**src/rtl/pot_scan_ctrl_if.sv**
```systemverilog
// SPI-master handshake between pot_scan_ctrl (master side issues wrt/cmd)
// and the SPI master engine (returns done/rd_data).
interface pot_scan_ctrl_if;
    logic        wrt;
    logic [15:0] cmd;
    logic        done;
    logic [15:0] rd_data;

    modport master (output wrt, output cmd, input done, input rd_data);
    modport slave  (input wrt, input cmd, output done, output rd_data);
endinterface

```
**src/rtl/pot_scan_ctrl.sv**
```systemverilog
// Round-robin scanner of the six equalizer pots through one shared SPI A2D.
// Optional macro POT_HYST_EN: hysteresis on register updates (threshold HYST).
//
// state  | meaning
// IDLE   | parked, waits for en
// CMD_A  | issue wrt for the dummy (discarded) transaction
// WAIT_A | wait for done of the dummy transaction
// CMD_B  | issue wrt for the capturing transaction
// WAIT_B | wait for done, latch rd_data[11:0]
// STORE  | write the channel register, advance ch_idx
// GAP    | idle SCAN_GAP cycles between full scans
module pot_scan_ctrl #(
    parameter int CH_LP    = 1,
    parameter int CH_B1    = 0,
    parameter int CH_B2    = 4,
    parameter int CH_B3    = 2,
    parameter int CH_HP    = 3,
    parameter int CH_VOL   = 7,
    parameter int SCAN_GAP = 1024,
    parameter int HYST     = 4
) (
    input  logic              clk,
    input  logic              rst_n,
    input  logic              en,
    pot_scan_ctrl_if.master   spi,
    output logic [11:0]       LP_gain,
    output logic [11:0]       B1_gain,
    output logic [11:0]       B2_gain,
    output logic [11:0]       B3_gain,
    output logic [11:0]       HP_gain,
    output logic [11:0]       VOLUME,
    output logic              scan_done
);

    typedef enum logic [2:0] {
        IDLE, CMD_A, WAIT_A, CMD_B, WAIT_B, STORE, GAP
    } state_t;

    localparam int GW = $clog2(SCAN_GAP + 1);

    state_t        state;
    logic [2:0]    ch_idx;
    logic [GW-1:0] gap_cnt;
    logic [11:0]   rd_q;
    logic          upd;

    function automatic logic [15:0] cmd_of(input logic [2:0] idx);
        logic [2:0] ch;
        case (idx)
            3'd0:    ch = 3'(CH_LP);
            3'd1:    ch = 3'(CH_B1);
            3'd2:    ch = 3'(CH_B2);
            3'd3:    ch = 3'(CH_B3);
            3'd4:    ch = 3'(CH_HP);
            default: ch = 3'(CH_VOL);
        endcase
        return {2'b00, ch, 11'h000};
    endfunction

`ifdef POT_HYST_EN
    logic [5:0]         seen;
    logic [11:0]        cur;
    logic signed [12:0] diff;
    logic signed [12:0] mag;

    always_comb begin
        cur = LP_gain;
        case (ch_idx)
            3'd1:    cur = B1_gain;
            3'd2:    cur = B2_gain;
            3'd3:    cur = B3_gain;
            3'd4:    cur = HP_gain;
            3'd5:    cur = VOLUME;
            default: cur = LP_gain;
        endcase
        diff = $signed({1'b0, rd_q}) - $signed({1'b0, cur});
        mag  = (diff < 0) ? -diff : diff;
        // first store after reset always lands so the register leaves its preset
        upd  = !seen[ch_idx] || (mag > $signed(13'(HYST)));
    end
`else
    assign upd = 1'b1;
`endif

    always_ff @(posedge clk or negedge rst_n) begin
        if (!rst_n) begin
            state     <= IDLE;
            ch_idx    <= 3'd0;
            gap_cnt   <= '0;
            rd_q      <= 12'h000;
            spi.wrt   <= 1'b0;
            spi.cmd   <= 16'h0000;
            scan_done <= 1'b0;
            LP_gain   <= 12'h800;
            B1_gain   <= 12'h800;
            B2_gain   <= 12'h800;
            B3_gain   <= 12'h800;
            HP_gain   <= 12'h800;
            VOLUME    <= 12'h000;
`ifdef POT_HYST_EN
            seen      <= 6'b0;
`endif
        end else begin
            spi.wrt   <= 1'b0;
            scan_done <= 1'b0;
            case (state)
                IDLE: begin
                    if (en) begin
                        ch_idx  <= 3'd0;
                        spi.cmd <= cmd_of(3'd0);
                        state   <= CMD_A;
                    end
                end
                CMD_A: begin
                    spi.wrt <= 1'b1;
                    state   <= WAIT_A;
                end
                WAIT_A: begin
                    if (spi.done) state <= CMD_B;
                end
                CMD_B: begin
                    spi.wrt <= 1'b1;
                    state   <= WAIT_B;
                end
                WAIT_B: begin
                    if (spi.done) begin
                        rd_q  <= spi.rd_data[11:0];
                        state <= STORE;
                    end
                end
                STORE: begin
                    if (upd) begin
                        case (ch_idx)
                            3'd0:    LP_gain <= rd_q;
                            3'd1:    B1_gain <= rd_q;
                            3'd2:    B2_gain <= rd_q;
                            3'd3:    B3_gain <= rd_q;
                            3'd4:    HP_gain <= rd_q;
                            default: VOLUME  <= rd_q;
                        endcase
                    end
`ifdef POT_HYST_EN
                    seen[ch_idx] <= 1'b1;
`endif
                    if (ch_idx < 3'd5) begin
                        ch_idx  <= ch_idx + 3'd1;
                        spi.cmd <= cmd_of(ch_idx + 3'd1);
                        state   <= CMD_A;
                    end else begin
                        ch_idx    <= 3'd0;
                        scan_done <= 1'b1;
                        gap_cnt   <= GW'(SCAN_GAP - 1);
                        state     <= GAP;
                    end
                end
                GAP: begin
                    if (gap_cnt == '0) begin
                        if (en) begin
                            spi.cmd <= cmd_of(3'd0);
                            state   <= CMD_A;
                        end else begin
                            state <= IDLE;
                        end
                    end else begin
                        gap_cnt <= gap_cnt - 1'b1;
                    end
                end
                default: state <= IDLE;
            endcase
        end
    end

endmodule

```
**src/flat_wrapper.sv**
```systemverilog
// flat-port wrapper written by rule: the top's interface ports become plain ports
module pot_scan_ctrl_flat 
#(
    parameter int CH_LP    = 1,
    parameter int CH_B1    = 0,
    parameter int CH_B2    = 4,
    parameter int CH_B3    = 2,
    parameter int CH_HP    = 3,
    parameter int CH_VOL   = 7,
    parameter int SCAN_GAP = 1024,
    parameter int HYST     = 4
)
  (clk, rst_n, en, LP_gain, B1_gain, B2_gain, B3_gain, HP_gain, VOLUME, scan_done, spi_wrt, spi_cmd, spi_done, spi_rd_data);
  pot_scan_ctrl_if spi_i ();
  input  logic clk;
  input  logic rst_n;
  input  logic en;
  output logic [11:0] LP_gain;
  output logic [11:0] B1_gain;
  output logic [11:0] B2_gain;
  output logic [11:0] B3_gain;
  output logic [11:0] HP_gain;
  output logic [11:0] VOLUME;
  output logic scan_done;
  output wire logic [$bits(spi_i.wrt)-1:0] spi_wrt;
  output wire logic [$bits(spi_i.cmd)-1:0] spi_cmd;
  input wire logic [$bits(spi_i.done)-1:0] spi_done;
  input wire logic [$bits(spi_i.rd_data)-1:0] spi_rd_data;
  assign spi_wrt = spi_i.wrt;
  assign spi_cmd = spi_i.cmd;
  assign spi_i.done = spi_done;
  assign spi_i.rd_data = spi_rd_data;
  pot_scan_ctrl #(.CH_LP(CH_LP), .CH_B1(CH_B1), .CH_B2(CH_B2), .CH_B3(CH_B3), .CH_HP(CH_HP), .CH_VOL(CH_VOL), .SCAN_GAP(SCAN_GAP), .HYST(HYST)) u_core (.clk(clk), .rst_n(rst_n), .en(en), .spi(spi_i), .LP_gain(LP_gain), .B1_gain(B1_gain), .B2_gain(B2_gain), .B3_gain(B3_gain), .HP_gain(HP_gain), .VOLUME(VOLUME), .scan_done(scan_done));
endmodule
```
**config.mk**
```make
export PLATFORM = sky130hd
export DESIGN_NAME = pot_scan_ctrl_flat
export DESIGN_NICKNAME = d
export VERILOG_FILES = /design/src/rtl/pot_scan_ctrl_if.sv /design/src/rtl/pot_scan_ctrl.sv /design/src/flat_wrapper.sv
export SDC_FILE = /design/constraint.sdc
export NUM_CORES = 1
export LEC_CHECK = 0
export CAP_MARGIN = 20
export CORE_ASPECT_RATIO = 0.7
export CORE_MARGIN = 8
export CORE_UTILIZATION = 40
export DETAILED_ROUTE_END_ITERATION = 7
export PLACE_DENSITY = 0.69
export SLEW_MARGIN = 20
export SYNTH_ARGS = -nofsm -noshare
export SYNTH_HDL_FRONTEND = slang
export SYNTH_SLANG_ARGS = --single-unit
```
**constraint.sdc**
```tcl
create_clock -name clk -period 1.95 [get_ports clk]
set_input_delay 0.2925 -clock clk [delete_from_list [all_inputs] [get_ports clk]]
set_output_delay 0.2925 -clock clk [all_outputs]
set_load 0.02 [all_outputs]
```
**Yosys cells after proc, flatten, opt, wreduce, memory -nomap -nowiden**

Cells that the tools add are included.

- Word-level logic and storage cells: 79
- Register bits after elaboration: 119
- Output and inout port bits: 90
- Input port bits: 20

- Multiplexer cells: 21
- Bitwise gates (word level): 1
- Equality and inequality tests: 21
- Reduce and logical (&&, ||, !) cells: 20
- Order comparisons: 1
- Add/sub/neg operators: 2

Operator list:

| operator | count |
|---|---|
| 16-bit two-way mux | 3 |
| 16-bit one-hot mux with 3 select lines | 1 |
| 11-bit two-way mux | 2 |
| 11-bit one-hot mux with 2 select lines | 1 |
| 3-bit two-way mux | 7 |
| 3-bit one-hot mux with 7 select lines | 1 |
| 3-bit by 2-bit equality test with 1-bit output (second input constant) | 6 |
| 2-bit AND reduction | 8 |
| 3-bit equality test (second input constant) | 5 |
| 3-bit one-hot mux with 5 select lines | 1 |
| 11-bit zero test | 1 |
| 11-bit by 1-bit subtractor with 11-bit output (second input constant) | 1 |
| 2-bit != test (second input constant) | 5 |
| 3-bit by 1-bit equality test with 1-bit output (second input constant) | 3 |
| 3-bit zero test | 3 |
| 3-bit one-hot mux with 2 select lines | 1 |
| 3-bit AND reduction | 2 |
| 5-bit OR reduction | 1 |
| 1-bit two-way mux | 4 |
| 2-bit by 1-bit != test with 1-bit output (second input constant) | 2 |
| 4-bit AND reduction | 1 |
| 2-bit nonzero test | 2 |
| 3-bit by 1-bit adder with 3-bit output (second input constant) | 1 |
| 3-bit less-than comparator (second input constant) | 1 |
| 3 further kinds | 3 |

**Logic depth before layout (Yosys ltp)**

Gate-level depths: netlist of run 1.

- Depth in word-level cells: 5
- Mapped depth: 8
- Mapped depth without buffers: 6

**Least setup slack after synthesis of run 1**

No wires, ideal clock.

- Path type: reg-to-reg
- Start: reg u_core.gap_cnt[0]
- End: reg u_core.spi.cmd[11]
- Arrival time: 1.997 ns
- Setup time: 0.125 ns
- Buffers on the path: 0
- Setup slack: -0.171 ns
- Clock period less this slack: 2.121 ns
- Required time: 1.825 ns
- Stages on the path, launching flop included: 7
- Path through: dfrtp_1 > inv_1 > ha_1 > or3b_2 > o31ai_2 > and3_1 > mux2_2

- Cells in the longest elaborated chain, start to end: 3

RTL lines:

| what | line | source |
|---|---|---|
| start, declared | pot_scan_ctrl.sv:43 | `logic [GW-1:0] gap_cnt;` |
| start signal, assigned | pot_scan_ctrl.sv:152 | `gap_cnt <= GW'(SCAN_GAP - 1);` |
| start signal, assigned | pot_scan_ctrl.sv:165 | `gap_cnt <= gap_cnt - 1'b1;` |
| 11-bit zero test | pot_scan_ctrl.sv:157 | `if (gap_cnt == '0) begin` |
| 2-bit by 1-bit != test with 1-bit output (no line) | n/a |  |
| 3-bit AND reduction (no line) | n/a |  |
| end signal, assigned | pot_scan_ctrl.sv:110 | `spi.cmd <= cmd_of(3'd0);` |
| end signal, assigned | pot_scan_ctrl.sv:147 | `spi.cmd <= cmd_of(ch_idx + 3'd1);` |
| end signal, assigned | pot_scan_ctrl.sv:159 | `spi.cmd <= cmd_of(3'd0);` |
| end, declared | pot_scan_ctrl_if.sv:9 | `modport master (output wrt, output cmd, input done, input rd_data);` |

No other way between the ends.
A chain may end at the register's enable or synchronous reset.

**Worst setup path after layout of run 1**

- Start: reg u_core.gap_cnt[6]
- End: reg u_core.gap_cnt[9]

- Cells in the longest elaborated chain, start to end: 3
- Elaborated cells on any way between the ends: 6
- Those cells by class: add/sub: 1; eq/ne: 1; mux: 2; reduce/logical: 2

RTL lines:

| what | line |
|---|---|
| 11-bit by 1-bit subtractor with 11-bit output / 11-bit zero test (equally long branches) | pot_scan_ctrl.sv:165, pot_scan_ctrl.sv:157 |
| 11-bit two-way mux / 2-bit != test (equally long branches) | n/a |
| 11-bit one-hot mux with 2 select lines / 3-bit AND reduction (equally long branches) | n/a |

Parallel ways exist; a longest one is shown, timed or not. The select of a mux whose other input is x is not followed.

==> impl_metrics.json, run 1 <==
{
  "setup_violations": 4,
  "nets": 480,
  "ys.flop_type": "dfrtp_1",
  "grt_pass1_vias": 3182,
  "period_needed_ns": 2.001,
  "via_count": 3003,
  "drive_gt1_share_pct": 32.82,
  "initial_core_util_pct": 41.07,
  "crit_path_max_fanout": 3,
  "root_buffer": "clkbuf_16",
  "synth_xor_xnor_area_share_pct": 0.1937,
  "crit_path_cell_trace": "or4_4 -> or4_4 -> or4_1 -> nand3_1",
  "row_count": 32,
  "syn-instance-count": 332,
  "ys_types": 46,
  "syn2layout_area_growth_pct": 37.05,
  "slowest_stage": "or4_4",
  "crit_arrival_ns": 2.27,
  "yosys.area_share.simple_pct": 8.218,
  "worst-setup-path-type": "reg -> reg",
  "grt_antenna_before_repair": 0,
  "synth.avg_cell_area_um2": 13.62,
  "ant_nets": 0,
  "cts_buffer_depth": 2,
  "min_path_type": "in -> async",
  "drc": 0,
  "max_freq_mhz": 499.8,
  "die_area_um2": 15020,
  "min_period_over_period_pct": 102.6,
  "drt_iter0_drc": 139,
  "synth_compound_area_share_pct": 4.344,
  "grt_max_degree": 40,
  "ys_seq_elements": 106,
  "synth_area_leaders": "dfrtp_1, mux2_2, dfstp_2",
  "cts.sinks": 106,
  "yosysTopAreaCell": "dfrtp_1",
  "tritoncts": "built",
  "setup_slack_ns": -0.05070,
  "setup_tns_ns": -0.1668,
  "async_flop_share_pct": 100.0,
  "powerDensity_nw_per_um2": 1326,
  "yosysWarnings": 0,
  "synth_seq_area_share_pct": 58.80,
  "syn_area_um2": 4522,
  "yosysTopAreaCellShare_pct": 55.89,
  "synth_mux_area_share_pct": 22.36,
  "diodes": 0,
  "finalClockSkew_ns": 0.005032,
  "final_cells": 610,
  "clock_latency_ns": 0.33,
  "portBuffers": 92,
  "synth.most_common_cell": "dfrtp_1",
  "worstSetupEndpointType": "flop",
  "dieHeight_um": 105.0,
  "fin_util_pct": 56.28,
  "synth_fa_ha_area_share_pct": 1.937,
  "total_power_mw": 8.215,
  "startpoint_type": "flop",
  "rsz0062_at_grt": "true",
  "dp_hpwl_mm": 7.822,
  "vias_per_cell": 4.923,
  "cp_slowest_stage_delay_ns": 0.58,
  "cts-htree-levels": 3,
  "die_x_um": 143.1,
  "ios": 110,
  "coreArea_um2": 11010,
  "ir_drop_mv": 0.6852,
  "grt_usage_pct": 14.74,
  "routed_wl_mm": 10.82,
  "ys_top_cells_by_count": "dfrtp_1, mux2_2, buf_4",
  "dp.cells": 590,
  "worstPathRequired_ns": 2.22,
  "cts_buffers": 9,
  "p_leak_nw": 2.866,
  "path_common_cell": "or4_4",
  "synth_top_family_by_area": "multiplexers",
  "overflow": 0,
  "wl_per_cell_um": 17.73,
  "path_clk_slew_ns": 0.07,
  "drt_first_pass_iters": 4,
  "final_max_slew_viol_count": 0,
  "gp_congestion": 0.7949,
  "violations": "setup timing",
  "grt_pass1_wl_mm": 17.28,
  "status": "finished with violations",
  "synth_edf_count": 0,
  "cap_violations": 0,
  "hold_violations": 0
}
[where the power goes]
| group | switching (mW) | internal (mW) | total (mW) |
|---|---|---|---|
| Combinational | 1.37 | 1.56 | 2.92 |
| Sequential | 0.562 | 2.81 | 3.37 |
| Clock | 0.791 | 1.13 | 1.92 |
| Total | 2.72 | 5.50 | 8.22 |
[per-stage QoR]
stage	hold slack (ns)	setup slack [ns]	area [um^2]
4_1_cts	0.4313	-0.05769	6200
5_1_grt	0.4503	-0.09655	6197
6_report	0.4313	-0.05070	6197
3_5_place_dp	0.2560	-0.05712	5814
3_3_place_gp	0.2558	-0.03438	5814
2_1_floorplan	-0.003091	-0.01525	4583
[sequential cells by signal, summed over array words and instances (netlist names)]
register	cells
u_core.ch_idx	3
u_core.B2_gain	12
u_core.scan_done	1
u_core.rd_q	12
u_core.spi.wrt	1
u_core.gap_cnt	11
u_core.HP_gain	12
u_core.VOLUME	12
u_core.B1_gain	12
u_core.B3_gain	12
u_core.LP_gain	12
u_core.state	3
u_core.spi.cmd	3
[final timing paths]
path | end | startpoint | slack, ns | cells past startpoint
max | u_core.gap_cnt[9]$_DFFE_PN0P_ | u_core.gap_cnt[6]$_DFFE_PN0P_ | -0.05 | 4
min | u_core.LP_gain[3]$_DFFE_PN0P_ | rst_n | 0.43 | 2
max reg2reg | u_core.gap_cnt[9]$_DFFE_PN0P_ | u_core.gap_cnt[6]$_DFFE_PN0P_ | -0.05 | 4
min reg2reg | u_core.B2_gain[2]$_DFFE_PN0P_ | u_core.B2_gain[2]$_DFFE_PN0P_ | 0.50 | 1
max in group asynchronous | u_core.HP_gain[11]$_DFFE_PN1P_ | rst_n | 0.93 | 3
min in group clk | u_core.B2_gain[2]$_DFFE_PN0P_ | u_core.B2_gain[2]$_DFFE_PN0P_ | 0.50 | 1
[routing by layer]
layer / wire length, um / track usage [%] / share of wire, %
met5: 0 / 0 / 0
met4: 97 / 4.535 / 0.90
met3: 499 / 3.727 / 4.6
met2: 5383 / 24.25 / 50
met1: 4837 / 18.68 / 45
[placed cells by master (no fill, tap or decap), types with 4 or more instances in the layout]
cell and instances:
dfrtp_1 101, clkdlybuf4s50_1 91, mux2_2 85, buf_4 28, conb_1 13, nor2_1 10
nand3_1 9, nand2_1 9, clkbuf_16 9, inv_1 8, o31ai_1 6, or4_1 6
o21ai_0 6, ha_1 6, dfstp_2 5, nand2b_1 4, or3_1 4, buf_12 4
[layout make-up]
class                           instances  area, um^2
Timing Repair Buffer                  125        1222
Multi-Input combinational cell        203        1779
Inverter                                8       30.03
Fill cell                             916        4813
Clock buffer                            9       225.2
Tap cell                              153       191.4
Clock inverter                          6       90.09
Sequential cell                       106        2659
[timing repair]
action	CTS	global route
hold endpoints to repair	25	0
pin swaps	3	2
setup buffers	5	0
hold buffers	1	0
gates resized for setup	6	2
setup endpoints to repair	4	8
[critical path: cells and delay by family (launching register included)]
family,cells,cell delay [ns]
flip-flops,1,0.38
AND/OR/NAND/NOR,4,1.57
[logic make-up after synthesis]
logic type / count (synthesis)
xor gates and xnor gates: 1
muxes: 90
adders and majority gates: 7
buffers and inverters: 35
AOI/OAI and AO/OA: 28
other: 1
DFF: 106
and+or+nand+nor: 64
Note: power is estimated with default switching activity, not from simulation.
==> inputs of run 2 (changes only) <==
--- a/config.mk
+++ b/config.mk
@@ -9,6 +9,7 @@
 export CORE_ASPECT_RATIO = 0.7
 export CORE_MARGIN = 8
 export CORE_UTILIZATION = 40
+export CTS_BUF_LIST = sky130_fd_sc_hd__clkbuf_16
 export DETAILED_ROUTE_END_ITERATION = 7
 export PLACE_DENSITY = 0.69
 export SLEW_MARGIN = 20
==> results of run 2 <==
Final layout, timing and power as in run 1 (identical DEF).
